--- config.mk ---
export PLATFORM = sky130hd
export DESIGN_NAME = sh_alu_issue
export DESIGN_NICKNAME = d
export VERILOG_FILES = /design/src/rtl/sh1_pkg.sv /design/src/rtl/sh_instr_decode.sv /design/src/rtl/sh_alu_issue.sv
export SDC_FILE = /design/constraint.sdc
export NUM_CORES = 1
export LEC_CHECK = 0
export BUFFER_PORTS_ARGS = -buffer_cell sky130_fd_sc_hd__buf_2
export CORE_MARGIN = 2
export CORE_UTILIZATION = 48
export DETAILED_ROUTE_END_ITERATION = 10
export MAX_ROUTING_LAYER = met4
export PLACE_DENSITY = 0.8
export REMOVE_ABC_BUFFERS = 1
export SYNTH_ARGS = -nofsm -noshare
export SYNTH_HDL_FRONTEND = slang
export SYNTH_SLANG_ARGS = --single-unit
--- constraint.sdc ---
create_clock -name clk -period 2.3 [get_ports clk]
set_input_delay 0.345 -clock clk [delete_from_list [all_inputs] [get_ports clk]]
set_output_delay 0.345 -clock clk [all_outputs]
set_load 0.01 [all_outputs]
--- src/rtl/sh1_pkg.sv ---
// Shared definitions for the SH-1 issue pipeline: ALU op codes, T-bit sources
// and the decoded-instruction record handed from decode to the issue stage.
package sh1_pkg;

    localparam logic [3:0] ALU_ADD = 4'b0000;
    localparam logic [3:0] ALU_SUB = 4'b0001;
    localparam logic [3:0] ALU_AND = 4'b0010;
    localparam logic [3:0] ALU_OR  = 4'b0011;
    localparam logic [3:0] ALU_XOR = 4'b0100;
    localparam logic [3:0] ALU_NOT = 4'b0101;
    localparam logic [3:0] ALU_SHL = 4'b0110;
    localparam logic [3:0] ALU_SHR = 4'b0111;
    localparam logic [3:0] ALU_SAR = 4'b1000;

    typedef enum logic [2:0] {
        TSRC_NONE,
        TSRC_OVF,
        TSRC_ZERO,
        TSRC_MSB,
        TSRC_LSB
    } tsrc_e;

    typedef enum logic [1:0] {
        BSEL_RM,
        BSEL_IMM,
        BSEL_ONE
    } bsel_e;

    typedef struct packed {
        logic [3:0]  op;
        logic [3:0]  dest;
        logic        a_is_rm;
        bsel_e       bsel;
        logic        rd_rn;
        logic        rd_rm;
        logic        we;
        tsrc_e       tsrc;
        logic        illegal;
        logic [31:0] imm;
    } dec_t;

    function automatic logic [31:0] sext8(input logic [7:0] v);
        return {{24{v[7]}}, v};
    endfunction

endpackage

--- src/rtl/sh_instr_decode.sv ---
// Combinational decode of a 16-bit SH-1 word into ALU op, operand selects,
// register read/write usage and the T-bit source.
module sh_instr_decode
    import sh1_pkg::*;
(
    input  logic [15:0] instr_i,
    output dec_t        dec_o
);

    dec_t d;

    always_comb begin
        d         = '0;
        d.op      = ALU_ADD;
        d.dest    = instr_i[11:8];
        d.bsel    = BSEL_RM;
        d.tsrc    = TSRC_NONE;
        d.imm     = sext8(instr_i[7:0]);
        casez (instr_i)
            16'b0011_????_????_1100: begin d.we = 1'b1; d.rd_rn = 1'b1; d.rd_rm = 1'b1; end
            16'b0011_????_????_1111: begin
                d.we = 1'b1; d.rd_rn = 1'b1; d.rd_rm = 1'b1; d.tsrc = TSRC_OVF;
            end
            16'b0111_????_????_????: begin d.we = 1'b1; d.rd_rn = 1'b1; d.bsel = BSEL_IMM; end
            16'b0011_????_????_1000: begin
                d.op = ALU_SUB; d.we = 1'b1; d.rd_rn = 1'b1; d.rd_rm = 1'b1;
            end
            // CMP/EQ reads both registers but never writes, so it cannot cause a hazard
            16'b0011_????_????_0000: begin
                d.op = ALU_SUB; d.rd_rn = 1'b1; d.rd_rm = 1'b1; d.tsrc = TSRC_ZERO;
            end
            16'b0010_????_????_1001: begin
                d.op = ALU_AND; d.we = 1'b1; d.rd_rn = 1'b1; d.rd_rm = 1'b1;
            end
            16'b0010_????_????_1010: begin
                d.op = ALU_XOR; d.we = 1'b1; d.rd_rn = 1'b1; d.rd_rm = 1'b1;
            end
            16'b0010_????_????_1011: begin
                d.op = ALU_OR; d.we = 1'b1; d.rd_rn = 1'b1; d.rd_rm = 1'b1;
            end
            16'b0110_????_????_0111: begin
                d.op = ALU_NOT; d.we = 1'b1; d.rd_rm = 1'b1; d.a_is_rm = 1'b1;
            end
            16'b0100_????_0000_0000: begin
                d.op = ALU_SHL; d.we = 1'b1; d.rd_rn = 1'b1; d.bsel = BSEL_ONE; d.tsrc = TSRC_MSB;
            end
            16'b0100_????_0000_0001: begin
                d.op = ALU_SHR; d.we = 1'b1; d.rd_rn = 1'b1; d.bsel = BSEL_ONE; d.tsrc = TSRC_LSB;
            end
            16'b0100_????_0010_0001: begin
                d.op = ALU_SAR; d.we = 1'b1; d.rd_rn = 1'b1; d.bsel = BSEL_ONE; d.tsrc = TSRC_LSB;
            end
            default: d.illegal = 1'b1;
        endcase
    end

    assign dec_o = d;

endmodule

--- src/rtl/sh_alu_issue.sv ---
// Two-stage SH-1 issue/writeback pipeline: decode+operand read (D), ALU drive (EX),
// result and T-bit capture (WB), with EX-stage stall and WB-stage forwarding.
module sh_alu_issue
    import sh1_pkg::*;
#(
    parameter int   XLEN  = 32,
    parameter logic RST_T = 1'b0
) (
    input  logic            clk,
    input  logic            rst_n,
    input  logic            instr_valid,
    output logic            instr_ready,
    input  logic [15:0]     instr,
    output logic [3:0]      rf_ra_addr,
    input  logic [XLEN-1:0] rf_ra_data,
    output logic [3:0]      rf_rb_addr,
    input  logic [XLEN-1:0] rf_rb_data,
    output logic [XLEN-1:0] alu_a,
    output logic [XLEN-1:0] alu_b,
    output logic [3:0]      alu_op,
    input  logic [XLEN-1:0] alu_result,
    input  logic            alu_zero,
    input  logic            alu_carry,
    input  logic            alu_overflow,
    output logic            wb_en,
    output logic [3:0]      wb_addr,
    output logic [XLEN-1:0] wb_data,
    output logic            t_bit,
    output logic            illegal
);

    dec_t dec;

    logic            ex_vld_q, ex_we_q, ex_shout_q, ex_ill_q;
    logic            ex_vld_d, ex_we_d, ex_shout_d, ex_ill_d;
    logic [3:0]      ex_dest_q, ex_dest_d, alu_op_q, alu_op_d;
    tsrc_e           ex_tsrc_q, ex_tsrc_d;
    logic [XLEN-1:0] alu_a_q, alu_a_d, alu_b_q, alu_b_d;
    logic            wb_en_q, t_q;
    logic [3:0]      wb_addr_q;
    logic [XLEN-1:0] wb_data_q;

    logic            ex_hit, accept;
    logic [XLEN-1:0] rn_val, rm_val;
    logic            unused_carry;

    assign unused_carry = alu_carry;

    sh_instr_decode u_decode (
        .instr_i (instr),
        .dec_o   (dec)
    );

    assign rf_ra_addr = instr[11:8];
    assign rf_rb_addr = instr[7:4];

    // A source still in EX has no result yet: hold the word one cycle so it forwards from WB.
    assign ex_hit = ex_vld_q && ex_we_q &&
                    ((dec.rd_rn && (ex_dest_q == rf_ra_addr)) ||
                     (dec.rd_rm && (ex_dest_q == rf_rb_addr)));
    assign instr_ready = rst_n && !ex_hit;
    assign accept      = instr_valid && instr_ready;

    assign rn_val = (wb_en_q && (wb_addr_q == rf_ra_addr)) ? wb_data_q : rf_ra_data;
    assign rm_val = (wb_en_q && (wb_addr_q == rf_rb_addr)) ? wb_data_q : rf_rb_data;

    always_comb begin
        ex_vld_d   = accept;
        ex_ill_d   = accept && dec.illegal;
        ex_we_d    = 1'b0;
        ex_dest_d  = 4'd0;
        ex_tsrc_d  = TSRC_NONE;
        ex_shout_d = 1'b0;
        alu_op_d   = ALU_ADD;
        alu_a_d    = '0;
        alu_b_d    = '0;
        // Illegal words retire as bubbles so the ALU sees the idle ADD 0,0.
        if (accept && !dec.illegal) begin
            ex_we_d    = dec.we;
            ex_dest_d  = dec.dest;
            ex_tsrc_d  = dec.tsrc;
            ex_shout_d = (dec.tsrc == TSRC_MSB) ? rn_val[XLEN-1] : rn_val[0];
            alu_op_d   = dec.op;
            alu_a_d    = dec.a_is_rm ? rm_val : rn_val;
            case (dec.bsel)
                BSEL_IMM: alu_b_d = dec.imm;
                BSEL_ONE: alu_b_d = {{(XLEN-1){1'b0}}, 1'b1};
                default:  alu_b_d = rm_val;
            endcase
        end
    end

    // D -> EX boundary
    always_ff @(posedge clk or negedge rst_n) begin
        if (!rst_n) begin
            ex_vld_q   <= 1'b0;
            ex_ill_q   <= 1'b0;
            ex_we_q    <= 1'b0;
            ex_dest_q  <= 4'd0;
            ex_tsrc_q  <= TSRC_NONE;
            ex_shout_q <= 1'b0;
            alu_op_q   <= ALU_ADD;
            alu_a_q    <= '0;
            alu_b_q    <= '0;
        end else begin
            ex_vld_q   <= ex_vld_d;
            ex_ill_q   <= ex_ill_d;
            ex_we_q    <= ex_we_d;
            ex_dest_q  <= ex_dest_d;
            ex_tsrc_q  <= ex_tsrc_d;
            ex_shout_q <= ex_shout_d;
            alu_op_q   <= alu_op_d;
            alu_a_q    <= alu_a_d;
            alu_b_q    <= alu_b_d;
        end
    end

    // EX -> WB boundary
    always_ff @(posedge clk or negedge rst_n) begin
        if (!rst_n) begin
            wb_en_q   <= 1'b0;
            wb_addr_q <= 4'd0;
            wb_data_q <= '0;
            t_q       <= RST_T;
        end else begin
            wb_en_q <= ex_vld_q && ex_we_q;
            if (ex_vld_q && ex_we_q) begin
                wb_addr_q <= ex_dest_q;
                wb_data_q <= alu_result;
            end
            if (ex_vld_q) begin
                case (ex_tsrc_q)
                    TSRC_OVF:  t_q <= alu_overflow;
                    TSRC_ZERO: t_q <= alu_zero;
                    TSRC_MSB,
                    TSRC_LSB:  t_q <= ex_shout_q;
                    default:   t_q <= t_q;
                endcase
            end
        end
    end

    assign alu_a   = alu_a_q;
    assign alu_b   = alu_b_q;
    assign alu_op  = alu_op_q;
    assign illegal = ex_ill_q;
    assign wb_en   = wb_en_q;
    assign wb_addr = wb_addr_q;
    assign wb_data = wb_data_q;
    assign t_bit   = t_q;

endmodule
After elaboration in Yosys (flattened, before gate mapping)
Index checks and enable logic that the tools add are counted.
{"block": "op_classes", "reduce_logical": 22, "eq_ne": 23, "n_mux": 21}
{"cell": "two-way mux 32 bit", "count": 5}
{"cell": "one-hot mux 32 bit (2 select lines)", "count": 1}
{"cell": "== test 8 x 6 -> 1 bit (second input constant)", "count": 7}
{"cell": "== test 12 x 11 -> 1 bit (second input constant)", "count": 3}
{"cell": "one-hot mux 4 bit (8 select lines)", "count": 1}
{"cell": "OR reduction 11 bit", "count": 2}
{"cell": "== test 4 bit", "count": 4}
{"cell": "one-hot mux 3 bit (4 select lines)", "count": 1}
{"cell": "OR reduction 12 bit", "count": 1}
{"cell": "logical AND 1 bit", "count": 10}
{"cell": "== test 3 x 2 -> 1 bit (second input constant)", "count": 3}
{"cell": "== test 8 x 7 -> 1 bit (second input constant)", "count": 1}
{"cell": "two-way mux 1 bit", "count": 8}
{"cell": "two-way mux 4 bit", "count": 2}
{"cell": "OR reduction 8 bit", "count": 1}
{"cell": "OR reduction 2 bit", "count": 3}
{"cell": "== test 4 x 3 -> 1 bit (second input constant)", "count": 1}
{"cell": "one-hot mux 2 bit (2 select lines)", "count": 1}
{"cell": "== test 3 x 1 -> 1 bit (second input constant)", "count": 1}
{"cell": "== test 3 bit (second input constant)", "count": 1}
{"cell": "two-way mux 3 bit", "count": 1}
{"cell": "one-hot mux 1 bit (3 select lines)", "count": 1}
{"cell": "nonzero test 3 bit", "count": 1}
{"cell": "OR reduction 3 bit", "count": 1}
{"cell": "other kinds (5)", "count": 5}
{"block": "totals", "word_cells": 79, "reg_bits": 117, "inputBits": 118, "output_inout_bits": 116}

Depth between registers and ports, before layout
Gate-level depths: netlist (run 1).
{"block": "depth", "ltp_word": 11, "mapped_depth": 10, "depth_no_buf": 9}

Modules after synthesis
From an unflattened synthesis (run 1), not the netlist that was laid out.
{"block": "hier_totals", "cells_unflattened": 556, "hier_area_um2": 6110.9}
{"mod": "sh_alu_issue", "n_inst": 1, "cells_per_inst": 466, "seq_area_each_um2": 2927.8, "area_each_um2": 5474.0}
{"mod": "sh_instr_decode", "n_inst": 1, "cells_per_inst": 90, "seq_area_each_um2": 0.0, "area_each_um2": 636.9}

Worst setup path before layout (run 1)
No wires, ideal clock.
{"block": "synth_timing", "path_type": "input-to-reg", "from": "input port instr[12]", "to": "register alu_b_q[11] (netlist: alu_b[11])", "cell_stages": 9, "t_arrival_ns": 2.076, "required_ns": 2.163, "n_path_buf": 3, "setup_time_ns": 0.137, "setup_slack_ns": 0.087, "path_cell_list": "buf_2 or2_2 nor4_1 inv_1 ha_1 clkbuf_1 nand3b_1 clkbuf_1 a21oi_1"}
{"block": "synth_via", "elab_chain_len": 11, "elab_cells_between_ends": 31, "cone_classes": "eq/ne (14); mux (5); reduce/logical (12)"}
{"item": "start, declared", "line_no": "sh_alu_issue.sv:13", "rtl": "input logic [15:0] instr,"}
{"item": "== test 12 x 11 -> 1 bit (tied with other cells)", "line_no": "sh_instr_decode.sv:19", "rtl": "casez (instr_i)"}
{"item": "OR reduction 11 bit (no line) / OR reduction 8 bit (equally long branches)"}
{"item": "two-way mux 1 bit", "line_no": "sh_instr_decode.sv:19"}
{"item": "logical AND 1 bit, on equally long branches", "line_no": "sh_alu_issue.sv:59, sh_alu_issue.sv:60"}
{"item": "logical OR 1 bit", "line_no": "sh_alu_issue.sv:59", "rtl": "((dec.rd_rn && (ex_dest_q == rf_ra_addr)) ||"}
{"item": "logical AND 1 bit", "line_no": "sh_alu_issue.sv:58", "rtl": "assign ex_hit = ex_vld_q && ex_we_q &&"}
{"item": "zero test 1 bit", "line_no": "sh_alu_issue.sv:61", "rtl": "assign instr_ready = rst_n && !ex_hit;"}
{"item": "logical AND 1 bit", "line_no": "sh_alu_issue.sv:61"}
{"item": "logical AND 1 bit", "line_no": "sh_alu_issue.sv:62", "rtl": "assign accept = instr_valid && instr_ready;"}
{"item": "logical AND 1 bit", "line_no": "sh_alu_issue.sv:78", "rtl": "if (accept && !dec.illegal) begin"}
{"item": "two-way mux 32 bit *", "line_no": "sh_alu_issue.sv:78"}
{"item": "net alu_b_d[11]", "line_no": "sh_alu_issue.sv:38", "rtl": "logic [XLEN-1:0] alu_a_q, alu_a_d, alu_b_q, alu_b_d;"}
{"item": "end signal, assigned", "line_no": "sh_alu_issue.sv:114", "rtl": "alu_b_q <= alu_b_d;"}
{"item": "end, declared", "line_no": "sh_alu_issue.sv:38"}
Mark *: on every way through the listed nets, which the timed path passes. The rest lies on a longest branch.
A chain may end at the register's enable or synchronous reset.

Worst setup path after layout (run 1)
{"block": "layout_timing", "from": "input port instr[4]", "to": "output port instr_ready"}
{"block": "layout_via", "elab_chain_len": 8, "elab_cells_between_ends": 12, "cone_classes": "eq/ne (4); mux (1); reduce/logical (7)"}
{"item": "== test 12 x 11 -> 1 bit", "line_no": "sh_instr_decode.sv:19"}
{"item": "OR reduction 11 bit (no line)"}
{"item": "two-way mux 1 bit", "line_no": "sh_instr_decode.sv:19"}
{"item": "logical AND 1 bit", "line_no": "sh_alu_issue.sv:59"}
{"item": "logical OR 1 bit *", "line_no": "sh_alu_issue.sv:59"}
{"item": "logical AND 1 bit *", "line_no": "sh_alu_issue.sv:58"}
{"item": "zero test 1 bit *", "line_no": "sh_alu_issue.sv:61"}
{"item": "logical AND 1 bit *", "line_no": "sh_alu_issue.sv:61"}
{"item": "end, declared", "line_no": "sh_alu_issue.sv:12", "rtl": "output logic instr_ready,"}
Mark *: on every way between the ends. The rest lies on a longest branch, timed or not.

==> flow_summary.yaml, run 1 <==
run_status:
  outcome: "completed"
yosys:
  synth.largest_area_cell: "dfrtp_1"
  synth_cell_type_count: 54
  yosysMostFrequentCell: "dfrtp_1"
  synthCells: 525
  synth-seq-cells: 117
  ys_warn_count: 0
  syn_area_um2: 5660
  synth_async_sr_flop_share: 1.00
  ys_seq_area_frac: 0.517
  synth_flop_cell: "dfrtp_1"
  synthTopCellsByArea: "dfrtp_1, mux2_2, o22ai_1, a21oi_1, nor3_1"
  synth.avg_cell_area_um2: 10.8
  synthDominantCellAreaShare: 0.517
  synth_edf_count: 0
  synthTopCellsByCount: "dfrtp_1, mux2_2, nor2_1"
floorplan:
  core_um2: 11500
  pin_count: 234
  initial_core_util: 0.494
  die_area_um2: 12700
  placementRows: 39
  die_w_um: 113
  die_y_um: 113
drt:
  wl_met3_um: 1070
  wl_met2_um: 8490
  firstDrtPassIters: 4
  dr.max_layer_used: "met4"
  avgViaCountPerCell: 5.43
  drt_wl_total_um: 16500
  ant_nets: 0
  drt-met1-wl_um: 6490
  remaining_drc_errors: 0
  via_count: 5036
  wl_per_cell_um: 17.8
  drt_iter0_drc: 306
placed_design:
  portBuffers: 232
  place_congestion: 0.899
  dpl_worst_slack_ps: -250
  place_hpwl_um: 11800
  placedCellCount: 895
timing:
  setup_violations: 0
  tns_ps: 0
  tightest_slew_ps: 634
  period_share: 0.959
  setup_slack_ps: 95.3
  relSlewSlack: 0.577
  skew_ps: 5.87
  whs_ps: 4.43
  min_period_ps: 2200
  fmax_ghz: 0.454
  drv_slew: 0
  hold_violations: 0
  rsz0062_at_grt: "yes"
clock_tree:
  cts_tree: "yes"
  cts_setup_buffers: 0
  path_clk_slew_ps: 50
  clock_latency_ps: 410
  cts_resized: 1
  clock_sinks: 117
  numCtsBuffers: 17
  clk_path_buf_depth: 2
  cts_root_buf: "clkbuf_16"
  hold_buffers: 0
  h-tree-depth: 4
worst_setup_path:
  arrival_ps: 1860
  crit_fanout: 3
  worst-setup-path-type: "primary input to primary output"
  crit_path_start_kind: "primary input"
  r2r_cells: 7
  crit_path_end_kind: "primary output"
  required_ps: 1960
finish:
  drive_gt1_frac: 0.508
  diodes: 0
  nets: 891
  instances_no_fill: 927
  areaGrowthSynthToFinish_pct: 38.4
global_routing:
  antenna_found_initial: 0
  grt_pass1_wl_um: 26300
  grt-ovfl-total: 0
  grt_usage: 0.274
  grt_max_degree: 118
  grt_pass1_vias: 5347
hold_path:
  worstHoldPathType: "primary input to async pin"
power:
  power_density_nw_per_um2: 710
  p_leak_nw: 4.27
  ir_drop_mv: 0.568
job:
  cap_violations: 0
==> final timing paths <==
check / start / to / slack [ps]
max: instr[4] / instr_ready / 100
min: rst_n / ex_dest_q[1]$_DFF_PN0_ / 4
max reg2reg: wb_addr[2]$_DFFE_PN0P_ / alu_a[15]$_DFF_PN0_ / 250
min reg2reg: wb_data[29]$_DFFE_PN0P_ / wb_data[29]$_DFFE_PN0P_ / 560
max in group asynchronous: rst_n / wb_data[13]$_DFFE_PN0P_ / 1780
min in group clk: alu_result[31] / wb_data[31]$_DFFE_PN0P_ / 160
==> worst max-delay path, stage by stage <==
cell	delay [ps]
buf_2	110
nor4_1	430
buf_4	200
nand3_1	130
o21ai_2	200
nand2_1	120
and3_1	200
buf_2	140
==> sequential cells by signal, indices dropped and copies added (netlist names), 3 cells and up <==
| signal | cells |
|---|---|
| alu_a | 32 |
| alu_b | 32 |
| wb_data | 32 |
| alu_op | 4 |
| ex_dest_q | 4 |
| wb_addr | 4 |
| ex_tsrc_q | 3 |
==> power by group <==
group / internal, mW / total [mW] / switching, mW
registers: 2.14 / 2.22 / 0.0778
logic: 0.279 / 0.568 / 0.289
clock network: 1.89 / 2.77 / 0.880
total: 4.31 / 5.56 / 1.25
==> cell usage in the layout, fill, tap and decap left out, types with 4 or more instances in the layout <==
cell | Yosys | routed
a21oi_1 | 36 | 36
and3_1 | 7 | 7
buf_12 | 1 | 8
buf_2 | 10 | 231
buf_4 | 8 | 34
bufinv_16 | 0 | 4
clkbuf_16 | 0 | 17
clkinv_2 | 0 | 4
dfrtp_1 | 117 | 117
inv_1 | 9 | 9
mux2_1 | 5 | 5
mux2_2 | 62 | 62
nand2_1 | 41 | 40
nand3_1 | 6 | 6
nor2_1 | 45 | 44
nor2_2 | 4 | 5
nor2_4 | 6 | 6
nor3_1 | 35 | 34
nor3_2 | 3 | 4
o21ai_0 | 5 | 5
o22ai_1 | 33 | 32
xnor2_1 | 10 | 10
xor2_1 | 7 | 7
==> metrics by stage <==
stage / total power [mW] / area, µm² / utilization
5_1_grt: 5.77 / 7830 / 0.683
2_1_floorplan: 2.47 / 5400 / -
6_report: 5.56 / 7830 / 0.683
3_3_place_gp: 2.80 / 7180 / 0.626
3_5_place_dp: 2.82 / 7180 / 0.626
4_1_cts: 5.61 / 7810 / 0.681
==> per-layer routing <==
| layer | vias up | track usage |
|---|---|---|
| li1 | 2337 | - |
| met3 | 37 | 0.0578 |
| met5 | - | - |
| met2 | 227 | 0.462 |
| met4 | 0 | 0.120 |
| met1 | 2435 | 0.316 |
==> cell families after synthesis <==
kind of cell / Yosys count / synth area share
compound gates: 87 / 0.0941
xor+xnor: 17 / 0.0263
fa+ha+maj: 2 / 0.00442
buf+inv: 56 / 0.0528
flops: 117 / 0.517
mux: 71 / 0.140
simple gates: 175 / 0.165
==> area by class of cell <==
| cell class | instances | area (µm²) |
|---|---|---|
| Clock buffer | 23 | 478 |
| Clock inverter | 9 | 149 |
| Fill cell | 893 | 3630 |
| Inverter | 10 | 37.5 |
| Multi-Input combinational cell | 352 | 2490 |
| Sequential cell | 117 | 2930 |
| Tap cell | 143 | 179 |
| Timing Repair Buffer | 273 | 1570 |
Power figures use the tool's default switching activity.
==> run 2: changes to the inputs <==
Settings changed: BUFFER_PORTS_ARGS -buffer_cell sky130_fd_sc_hd__buf_2 to not set, CORE_UTILIZATION 48 to 49, DONT_BUFFER_PORTS set to 1, PLACE_DENSITY 0.8 to not set.
==> run 2 against run 1 <==
The run now ends with negative hold slack left. Non-clock buffer count is 242 lower. Worst setup slack better by 43 ps. Fmax increased by 2.0%. Global-route usage is 2.7 points lower. Hold slack lost 380 ps. Final cell count decreased by 26%. Design area decreased by 16%. Wire length is 11% lower.
==> flow_summary.yaml, run 2 (synthesis results as in run 1) <==
clock_tree:
  clk_path_buf_depth: 2
  clock_latency_ps: 410
  h-tree-depth: 4
  numCtsBuffers: 17
  cts_tree: "yes"
  path_clk_slew_ps: 50
  cts_root_buf: "clkbuf_16"
  clock_sinks: 117
floorplan:
  pin_count: 234
  die_y_um: 111
  initial_core_util: 0.498
  core_um2: 11400
  die_area_um2: 12400
  placementRows: 39
  die_w_um: 111
run_status:
  violations: "negative hold slack"
  outcome: "finished with violations"
placed_design:
  place_hpwl_um: 9760
  place_congestion: 0.861
  dpl_worst_slack_ps: 59.3
  placedCellCount: 645
  portBuffers: 0
global_routing:
  grt-ovfl-total: 0
  grt_max_degree: 119
  grt_pass1_wl_um: 23300
  antenna_found_initial: 0
  grt_usage: 0.246
  grt_pass1_vias: 4374
worst_setup_path:
  required_ps: 1960
  crit_path_end_kind: "primary output"
  timing.rr.start: "wb_addr[1]$_DFFE_PN0P_"
  arrival_ps: 1820
  crit_path_start_kind: "flip-flop"
  worst-setup-path-type: "flip-flop to primary output"
  crit_fanout: 11
  worst_r2r_endpoint: "alu_b[6]$_DFF_PN0_"
  r2r_cells: 8
  r2r_slack_ps: 160
timing:
  skew_ps: 5.36
  tightest_slew_ps: 516
  setup_slack_ps: 138
  hold_violations: 117
  min_period_ps: 2160
  setup_violations: 0
  period_share: 0.940
  rsz0062_at_grt: "yes"
  tns_ps: 0
  drv_slew: 0
  fmax_ghz: 0.463
  relSlewSlack: 0.656
  whs_ps: -372
drt:
  firstDrtPassIters: 5
  drt_iter0_drc: 269
  drt_wl_total_um: 14600
  wl_per_cell_um: 21.4
  remaining_drc_errors: 0
  via_count: 4089
  ant_nets: 0
  avgViaCountPerCell: 5.97
power:
  power_density_nw_per_um2: 831
  ir_drop_mv: 0.550
  p_leak_nw: 3.13
finish:
  areaGrowthSynthToFinish_pct: 16.4
  instances_no_fill: 685
  diodes: 0
  nets: 649
  layout_common_cells: "dfrtp_1, mux2_2, nor2_1, nand2_1, a21oi_1"
  fill_cells: 988
  drive_gt1_frac: 0.280
  seq_area_um2: 2930
  post-route-util: 0.580
  final_common_cell: "dfrtp_1"
  multi_input_area_um2: 2470
hold_path:
  worstHoldPathType: "primary input to async pin"
job:
  cap_violations: 0
-- run 2: cell types whose count changed in the layout (fill, tap and decap cells not counted), sizes merged --
cell / change
buf: -243
clkinv: -4
clkbuf: +3
bufinv: +1
inv: +1
-- run 2: per-layer routing --
metal / share of wire / global-route usage / up-vias
li1: - / - / 1856
met1: 0.41 / 0.293 / 2010
met2: 0.49 / 0.403 / 199
met3: 0.073 / 0.0735 / 24
met4: 0.019 / 0.0840 / 0
met5: 0 / - / -
-- run 2: through the flow --
| stage | power [mW] | area [µm²] |
|---|---|---|
| floorplan | 2.47 | 5400 |
| global placement | 2.53 | 5840 |
| detailed placement | 2.54 | 5840 |
| CTS | 5.52 | 6510 |
| global route | 5.64 | 6590 |
| finish | 5.47 | 6590 |
-- run 2: report_power, final --
group,internal [mW],leakage (nW),switching (mW)
clock,2.07,0.328,0.901
combinational,0.137,1.19,0.0937
sequential,2.14,1.61,0.132
total,4.35,3.13,1.13
-- run 2: cell type report --
| cell class | instances | area share |
|---|---|---|
| Clock buffer | 25 | 0.0767 |
| Clock inverter | 7 | 0.0249 |
| Inverter | 10 | 0.00570 |
| Multi-Input combinational cell | 352 | 0.375 |
| Sequential cell | 117 | 0.444 |
| Tap cell | 143 | 0.0272 |
| Timing Repair Buffer | 31 | 0.0467 |
-- run 2: repair_timing --
| item | CTS | global route |
|---|---|---|
| setup buffers | 0 | 7 |
| gates resized for setup | 0 | 4 |
| hold endpoints to repair | 117 | 117 |
| endpoints found under the setup margin | 0 | 2 |
-- run 2: critical path: stages (launching register included) --
cell and delay [ps]:
dfrtp_1 370, nand2_1 130, buf_4 180, nor3_1 270, o22ai_1 180, and3_4 260
-- run 2: how the worst max path moves through the flow --
stage / start / to / slack [ps]
2_1_floorplan: ex_vld_q$_DFF_PN0_ / alu_b[0]$_DFF_PN0_ / -2160
4_1_cts: ex_vld_q$_DFF_PN0_ / instr_ready / 5
3_5_place_dp: instr[4] / alu_b[30]$_DFF_PN0_ / 60
6_report: ex_vld_q$_DFF_PN0_ / instr_ready / 140
3_3_place_gp: instr[4] / alu_b[15]$_DFF_PN0_ / 50
5_1_grt: ex_vld_q$_DFF_PN0_ / instr_ready / -3
